$ cat config.mk
export PLATFORM = sky130hd
export DESIGN_NAME = sha_block_sequencer
export DESIGN_NICKNAME = d
export VERILOG_FILES = /design/src/rtl/sha_block_sequencer.sv
export SDC_FILE = /design/constraint.sdc
export NUM_CORES = 1
export LEC_CHECK = 0
export ABC_AREA = 1
export CELL_PAD_IN_SITES_DETAIL_PLACEMENT = 1
export CELL_PAD_IN_SITES_GLOBAL_PLACEMENT = 1
export CORE_AREA = 2 2 315 317
export DETAILED_ROUTE_END_ITERATION = 12
export DIE_AREA = 0 0 317 319
export HOLD_SLACK_MARGIN = 0.08
export PLACE_DENSITY_LB_ADDON = 0.1
export REMOVE_ABC_BUFFERS = 1
export SETUP_SLACK_MARGIN = 0.1
export SYNTH_ARGS = -nofsm -noshare
export SYNTH_HDL_FRONTEND = slang
export SYNTH_SLANG_ARGS = --single-unit
$ cat constraint.sdc
create_clock -name clk -period 51 [get_ports clk]
set_input_delay 7.65 -clock clk [delete_from_list [all_inputs] [get_ports clk]]
set_output_delay 7.65 -clock clk [all_outputs]
set_load 0.1 [all_outputs]
$ cat src/rtl/sha_block_sequencer.sv
// SHA-256 single-block sequencer for a fixed 32-byte message.
// Builds the padded 512-bit block and streams it as 16 words to the
// compression core. It then waits for the core, with a watchdog, and holds
// the digest on a valid/ready output.
module sha_block_sequencer #(
  parameter int MSG_LEN_BITS   = 256,
  parameter int TIMEOUT_CYCLES = 1024,
  parameter int CNT_W          = 11
) (
  input  logic         clk,
  input  logic         rst,
  input  logic         msg_valid,
  output logic         msg_ready,
  input  logic [255:0] msg_block,
  output logic         core_start,
  output logic         core_word_valid,
  input  logic         core_word_ready,
  output logic [31:0]  core_word,
  input  logic         core_done,
  input  logic [255:0] core_digest,
  output logic         dig_valid,
  input  logic         dig_ready,
  output logic [255:0] dig_data,
  output logic         busy,
  output logic         err_timeout
);

  typedef enum logic [2:0] {IDLE, START, SEND, WAIT_CORE, OUTPUT} state_t;

  localparam logic [CNT_W-1:0] WDOG_LAST = CNT_W'(TIMEOUT_CYCLES - 1);
  localparam logic [31:0]      LEN_WORD  = 32'(MSG_LEN_BITS);

  state_t         state, state_n;
  logic [3:0]     word_idx, word_idx_n;
  logic [CNT_W-1:0] wdog, wdog_n;
  logic [255:0]   blk, blk_n;
  logic [255:0]   dig_n;
  logic [31:0]    word_n;
  logic           err_n;

  // Padded-block word i: message words first (W0 at the top of the block),
  // then the 0x80 pad byte, zero fill, and the bit length in W15.
  function automatic logic [31:0] w_sel(input logic [255:0] b, input logic [3:0] i);
    logic [31:0] w;
    if (!i[3])          w = b[{~i[2:0], 5'd0} +: 32];
    else if (i == 4'd8) w = 32'h8000_0000;
    else if (i == 4'd15) w = LEN_WORD;
    else                w = 32'h0;
    return w;
  endfunction

  // Next-state, word index, watchdog and capture logic.
  always_comb begin
    state_n    = state;
    word_idx_n = word_idx;
    wdog_n     = wdog;
    blk_n      = blk;
    dig_n      = dig_data;
    err_n      = err_timeout;
    case (state)
      IDLE: begin
        if (msg_valid && msg_ready) begin
          blk_n   = msg_block;
          state_n = START;
        end
      end
      START: begin
        word_idx_n = 4'd0;
        state_n    = SEND;
      end
      SEND: begin
        if (core_word_valid && core_word_ready) begin
          word_idx_n = word_idx + 4'd1;
          if (word_idx == 4'd15) state_n = WAIT_CORE;
        end
      end
      WAIT_CORE: begin
        // done takes priority over a watchdog expiry in the same cycle
        if (core_done) begin
          dig_n   = core_digest;
          wdog_n  = '0;
          state_n = OUTPUT;
        end else if (wdog == WDOG_LAST) begin
          err_n   = 1'b1;
          wdog_n  = '0;
          state_n = IDLE;
        end else begin
          wdog_n  = wdog + 1'b1;
        end
      end
      OUTPUT: begin
        if (dig_ready) state_n = IDLE;
      end
      default: state_n = IDLE;
    endcase
    // word is registered from the next index so it holds steady under stall
    word_n = (state_n == SEND) ? w_sel(blk_n, word_idx_n) : 32'h0;
  end

  // State and registered outputs, decoded from the next state so they line up with it.
  always_ff @(posedge clk or posedge rst) begin
    if (rst) begin
      state           <= IDLE;
      word_idx        <= '0;
      wdog            <= '0;
      blk             <= '0;
      msg_ready       <= 1'b0;
      core_start      <= 1'b0;
      core_word_valid <= 1'b0;
      core_word       <= '0;
      dig_valid       <= 1'b0;
      dig_data        <= '0;
      busy            <= 1'b0;
      err_timeout     <= 1'b0;
    end else begin
      state           <= state_n;
      word_idx        <= word_idx_n;
      wdog            <= wdog_n;
      blk             <= blk_n;
      msg_ready       <= (state_n == IDLE);
      core_start      <= (state_n == START);
      core_word_valid <= (state_n == SEND);
      core_word       <= word_n;
      dig_valid       <= (state_n == OUTPUT);
      dig_data        <= dig_n;
      busy            <= (state_n != IDLE);
      err_timeout     <= err_n;
    end
  end

endmodule

# ---- After elaboration in Yosys (flattened, before gate mapping)
# Cells that the tools add are included.
dict set report totals {
  inputBits 518
  register_bits 568
  output_inout_bits 294
  word_cells 52
}
dict set report op_classes {
  addsub 2
  bitwise 2
  shift 1
  reduce_logical 7
  n_eq_ne 11
  muxes 17
}
# op count
set ops {}
lappend ops {{$mux W256} 2}
lappend ops {{$shiftx A256 B9 Y32} 1}
lappend ops {{$mux W32} 3}
lappend ops {{$mux W11} 2}
lappend ops {{$mux W3} 6}
lappend ops {{$pmux W3 S5} 1}
lappend ops {{$eq A4 B4 Y1 const B} 3}
lappend ops {{$add A11 B1 Y11 const B} 1}
lappend ops {{$eq A11 B10 Y1 const B} 1}
lappend ops {{$eq A3 B2 Y1 const B} 3}
lappend ops {{$mux W9} 1}
lappend ops {{$pmux W4 S2} 1}
lappend ops {{$eq A3 B1 Y1 const B} 2}
lappend ops {{$eq A3 B3 Y1 const B} 2}
lappend ops {{$logic_not A3 Y1} 2}
lappend ops {{$add A4 B1 Y4 const B} 1}
lappend ops {{$mux W4} 1}
lappend ops {{$not A3 Y3} 1}
lappend ops {{$reduce_and A3 Y1} 1}
lappend ops {{$reduce_bool A3 Y1} 1}
lappend ops {{$logic_and A1 B1 Y1} 2}
lappend ops {{$reduce_and A2 Y1} 1}
lappend ops {{$not A1 Y1} 1}

# ---- Depth between registers and ports, before layout
dict set report depth {
  word_depth 8
  depth_mapped 13
  depth_no_buf 11
}

# ---- Worst setup path after synthesis
# Ideal clock, no wire load.
dict set report synth_path {
  path_type {input -> register}
  from {input msg_valid}
  to {register core_word[10]}
  path_slack_ps 41974
  cell_stages 13
  setup_ps 72
  path_buffers 3
  arrival_ps 8955
  required_time_ps 50928
  path_cell_list {buf_2 > nand2_4 > inv_1 > nand3_2 > buf_2 > buf_2 > nand2_1 > nand2_1 > nand2_1 > nand3_1 > nand2_1 > o21a_1 > nor2_1}
}
dict set report synth_via {
  elab_chain_len 6
  word_cells_on_any_way 9
  cone_classes {eq/ne: 1; shift: 1; mux: 6; reduce/logical: 1}
}
# element line_no
set synth_rtl {}
lappend synth_rtl {{start, declared} 12} ;# input logic msg_valid,
lappend synth_rtl {{$logic_and A1 B1 Y1} 62} ;# if (msg_valid && msg_ready) begin
lappend synth_rtl {{$mux W256} 62}
lappend synth_rtl {{$mux W256} 60} ;# case (state)
lappend synth_rtl {{via blk_n[74]} 36} ;# logic [255:0] blk, blk_n;
lappend synth_rtl {{$shiftx A256 B9 Y32} 45} ;# if (!i[3]) w = b[{~i[2:0], 5'd0} +: 32];
lappend synth_rtl {{$mux W32} 45}
lappend synth_rtl {{$mux W32} 97} ;# word_n = (state_n == SEND) ? w_sel(blk_n, word_idx_n) : 32'h0;
lappend synth_rtl {{via word_n[10]} 38} ;# logic [31:0] word_n;
lappend synth_rtl {{end signal, assigned} 123} ;# core_word <= word_n;
lappend synth_rtl {{end, declared} 18} ;# output logic [31:0] core_word,
# The timed path passes the listed nets, and every way through them passes these cells.
# A chain may end at the register's enable or synchronous reset.

# ---- Worst setup path after layout
dict set report layout_path {
  from {input msg_valid}
  to {register core_word[28]}
}
# The elaborated chain is that of the path after synthesis.

==> key figures <==
Final layout
  • Layout Nets: 4,201
  • Share of cells above drive strength 1: 4.79%
  • Multi-input gate area in the final layout: 8680 sq um
  • Final Util: 36.3%
  • Cell area after layout: 35,400 sq um
  • Area Overhead vs Synth: 48.4%
  • Storage cell area: 14,200 sq um
  • Non-Filler Instances: 5,031
  • # fillers: 11,510

Logic synthesis
  • Yosys cell types: 37
  • Post-synthesis sequential area ratio: 59.5%
  • Syn avg cell area: 8.14 sq um
  • Ys Warns: 0
  • Mapped Area: 23,900 sq um
  • FF+latch count, synth: 568
  • Post-Synthesis Cells: 2,934

Global route
  • Aggregate global routing overflow: 0
  • Largest net degree at the start of global routing: 174
  • Initial antenna violation count: 24
  • First-pass GRT wire length: 155,000 um
  • Vias in the first global route: 22,808
  • Total track usage: 20.6%

Clock tree
  • Worst-Skew Late Latency: 0.64 ns
  • CTS Hold Bufs: 0
  • Clk slew on worst S/H paths: 0.06 ns
  • CTS tree: done
  • CTS buffer count: 72
  • H-tree depth: 3
  • CTS root buf: clkbuf_16
  • Clock buffer depth: 3
  • Cts repair resizes: 0
  • Setup Buffers After CTS: 0
  • Sink Count: 568

Worst setup path
  • Critical path's top delay family: buffers and inverters
  • Reg2reg setup slack: 46.58 ns
  • Worst path most repeated cell: nand2_1
  • CP Launch Point: msg_valid
  • Worst path slowest cell: buf_4
  • Kind of critical path: in -> reg
  • Worst r2r path cells: 9
  • Crit path DAT: 11.97 ns
  • Crit path depth: 13
  • R2R Path End: dig_data[97]
  • Startpoint Class: primary input
  • Worst reg2reg startpoint: state[0]
  • CP endpoint kind: flip-flop
  • Crit path required time: 51.55 ns
  • CP max stage delay: 0.84 ns
  • Sequence of cells on the critical path: clkdlybuf4s50_1 -> nand2_4 -> nor2_4 -> buf_4 -> buf_4 -> buf_4 -> nand2_1 -> nand2_1 -> nand2_1 -> nand3_1 -> nand2_1 -> o21a_1 -> nor2_1
  • Worst-path maximum fanout: 92
  • CP bufs+invs: 4

Timing
  • RSZ-0062 raised after global routing: no
  • Final Hold Violating Endpoints: 0
  • Worst clock skew: 0.0229 ns
  • Endpoints failing setup: 0
  • Slew margin rel.: 19.0%
  • Tmin final: 11.42 ns
  • Setup TNS: 0 ns
  • Worst Tran Pin Value: 1.21 ns
  • Achievable frequency: 0.0876 GHz
  • Final Cycle Share: 22.4%
  • Slew Limit Fails: 0

Floorplanning
  • Die X: 317 um
  • Core area: 97,700 sq um
  • Die Area: 101,000 sq um
  • Io pins: 812
  • Row count: 115
  • Die H: 319 um
  • Starting density of the core: 24.4%

Placed design
  • DP Area: 33,000 sq um
  • HPWL Detailed: 74,700 um
  • Placed Instances: 4,894
  • I/O Buffers: 811
  • RD Place Congestion: 0.791

Route
  • Vias per cell: 4.28
  • 1st-iter DRT viols: 1,116
  • Total wire length: 106,000 um
  • WL/cell: 21.0 um
  • Wire length on met2: 53,400 um
  • Met3 Wirelength: 8080 um
  • DRC viols: 0
  • Via Count: 21,514
  • Drt first pass iters: 4
  • M1 WL: 42,400 um
  • Top routing layer in use: met5
  • Post-route ant nets: 0

Worst hold path
  • Hold Path Sink: dig_data[120]
  • Hold Crit Depth: 2
  • Hold WC Path Type: reg -> reg
  • Hold path start: dig_data[120]

Job
  • MaxCap Viol Count: 0

Status
  • Outcome: finished clean
[tightest hold or removal path, stage by stage (launching register included)]
cell and delay (ns):
dfrtp_1 0.34, nand2_1 0.05, nand2_1 0.04
[cell usage after synthesis]
library cell	n	area share, %
nand2_4	2	0.094
dfrtp_1	568	60
o21bai_1	1	0.031
a311oi_1	1	0.037
buf_6	7	0.33
buf_4	18	0.57
o21a_1	30	0.94
nor3b_1	1	0.031
nand3b_1	1	0.031
nor3_2	1	0.042
buf_1	4	0.063
nor2_2	1	0.026
o22ai_1	3	0.079
nor4_1	1	0.026
nor3_1	2	0.042
inv_1	35	0.55
inv_2	6	0.094
mux2i_1	1	0.042
nand3_1	184	3.9
xnor2_1	1	0.037
buf_2	94	2.0
a21oi_1	5	0.10
xor2_1	3	0.11
nand3_2	4	0.17
nand2_2	4	0.10
nand4_1	3	0.079
nand2_1	1857	29
nor2_4	4	0.19
o31ai_1	1	0.031
clkinv_1	1	0.016
o21ai_0	7	0.15
clkbuf_4	1	0.031
ha_1	2	0.10
clkbuf_1	38	0.60
nor2_1	39	0.61
a22o_1	1	0.037
o21ai_1	2	0.042
[sequential cells by signal (all words and copies together), names as in the netlist]
signal,count
dig_data,256
word_idx,4
blk,256
msg_ready,1
core_word,32
core_start,1
err_timeout,1
wdog,11
state,3
core_word_valid,1
dig_valid,1
busy,1
[area by class of cell]
cell class,instances,share of cell area [%]
tap,1287,4.55
timing repair buffer,835,23.4
clock buffer,104,5.99
multi-input combinational,2162,24.5
sequential,568,40.1
inverter,42,0.498
clock inverter,24,0.872
antenna,9,0.0636
[per-layer routing]
layer / GRT usage [%] / vias up
li1: - / 10489
met1: 24.2 / 10412
met2: 36.1 / 459
met3: 7.30 / 128
met4: 4.23 / 26
met5: 0 / -
[worst max path at each step]
stage / end / slack, ns
5_1_grt: core_word[28] / 39.24
6_report: core_word[28] / 39.58
3_5_place_dp: core_word[16] / 38.91
3_3_place_gp: core_word[6] / 39.04
2_1_floorplan: blk[0] / 27.46
4_1_cts: core_word[16] / 39.60
[logic make-up after synthesis]
group           count (synthesis)  share of synthesized area (%)
mux                             1                         0.0419
fa+ha+maj                       2                          0.105
simple gates                 2104                           34.5
xor+xnor                        4                          0.147
compound gates                 51                           1.45
flops                         568                           59.5
buf+inv                       204                           4.22
[cells in the final DEF, fill, tap and decap left out, drive strengths merged]
cell type	synthesis	final
ha	2	2
inv	41	43
clkbuf	39	104
clkdlybuf4s50	0	796
a21oi	5	5
nor3b	1	1
dfrtp	568	568
o21a	30	30
bufinv	0	5
mux2i	1	1
buf	123	39
a311oi	1	1
xor2	3	3
o21bai	1	1
diode	0	9
nor2	44	44
o22ai	3	3
nand4	3	3
clkinvlp	0	2
o31ai	1	1
clkinv	1	16
o21ai	9	9
nand3	188	188
nand2	1863	1863
nand3b	1	1
xnor2	1	1
nor3	3	3
a22o	1	1
nor4	1	1
[per-stage QoR]
step / worst slack [ns] / hold slack, ns
final: 39.58 / 0.465
after global routing: 39.24 / 0.485
after CTS: 39.60 / 0.471
after detailed placement: 38.91 / 0.457
after global placement: 39.04 / 0.453
after floorplan: 27.46 / 0.445
Power is not shown: default switching activity piles up to over one toggle a cycle in this logic, so the estimate is an artifact.
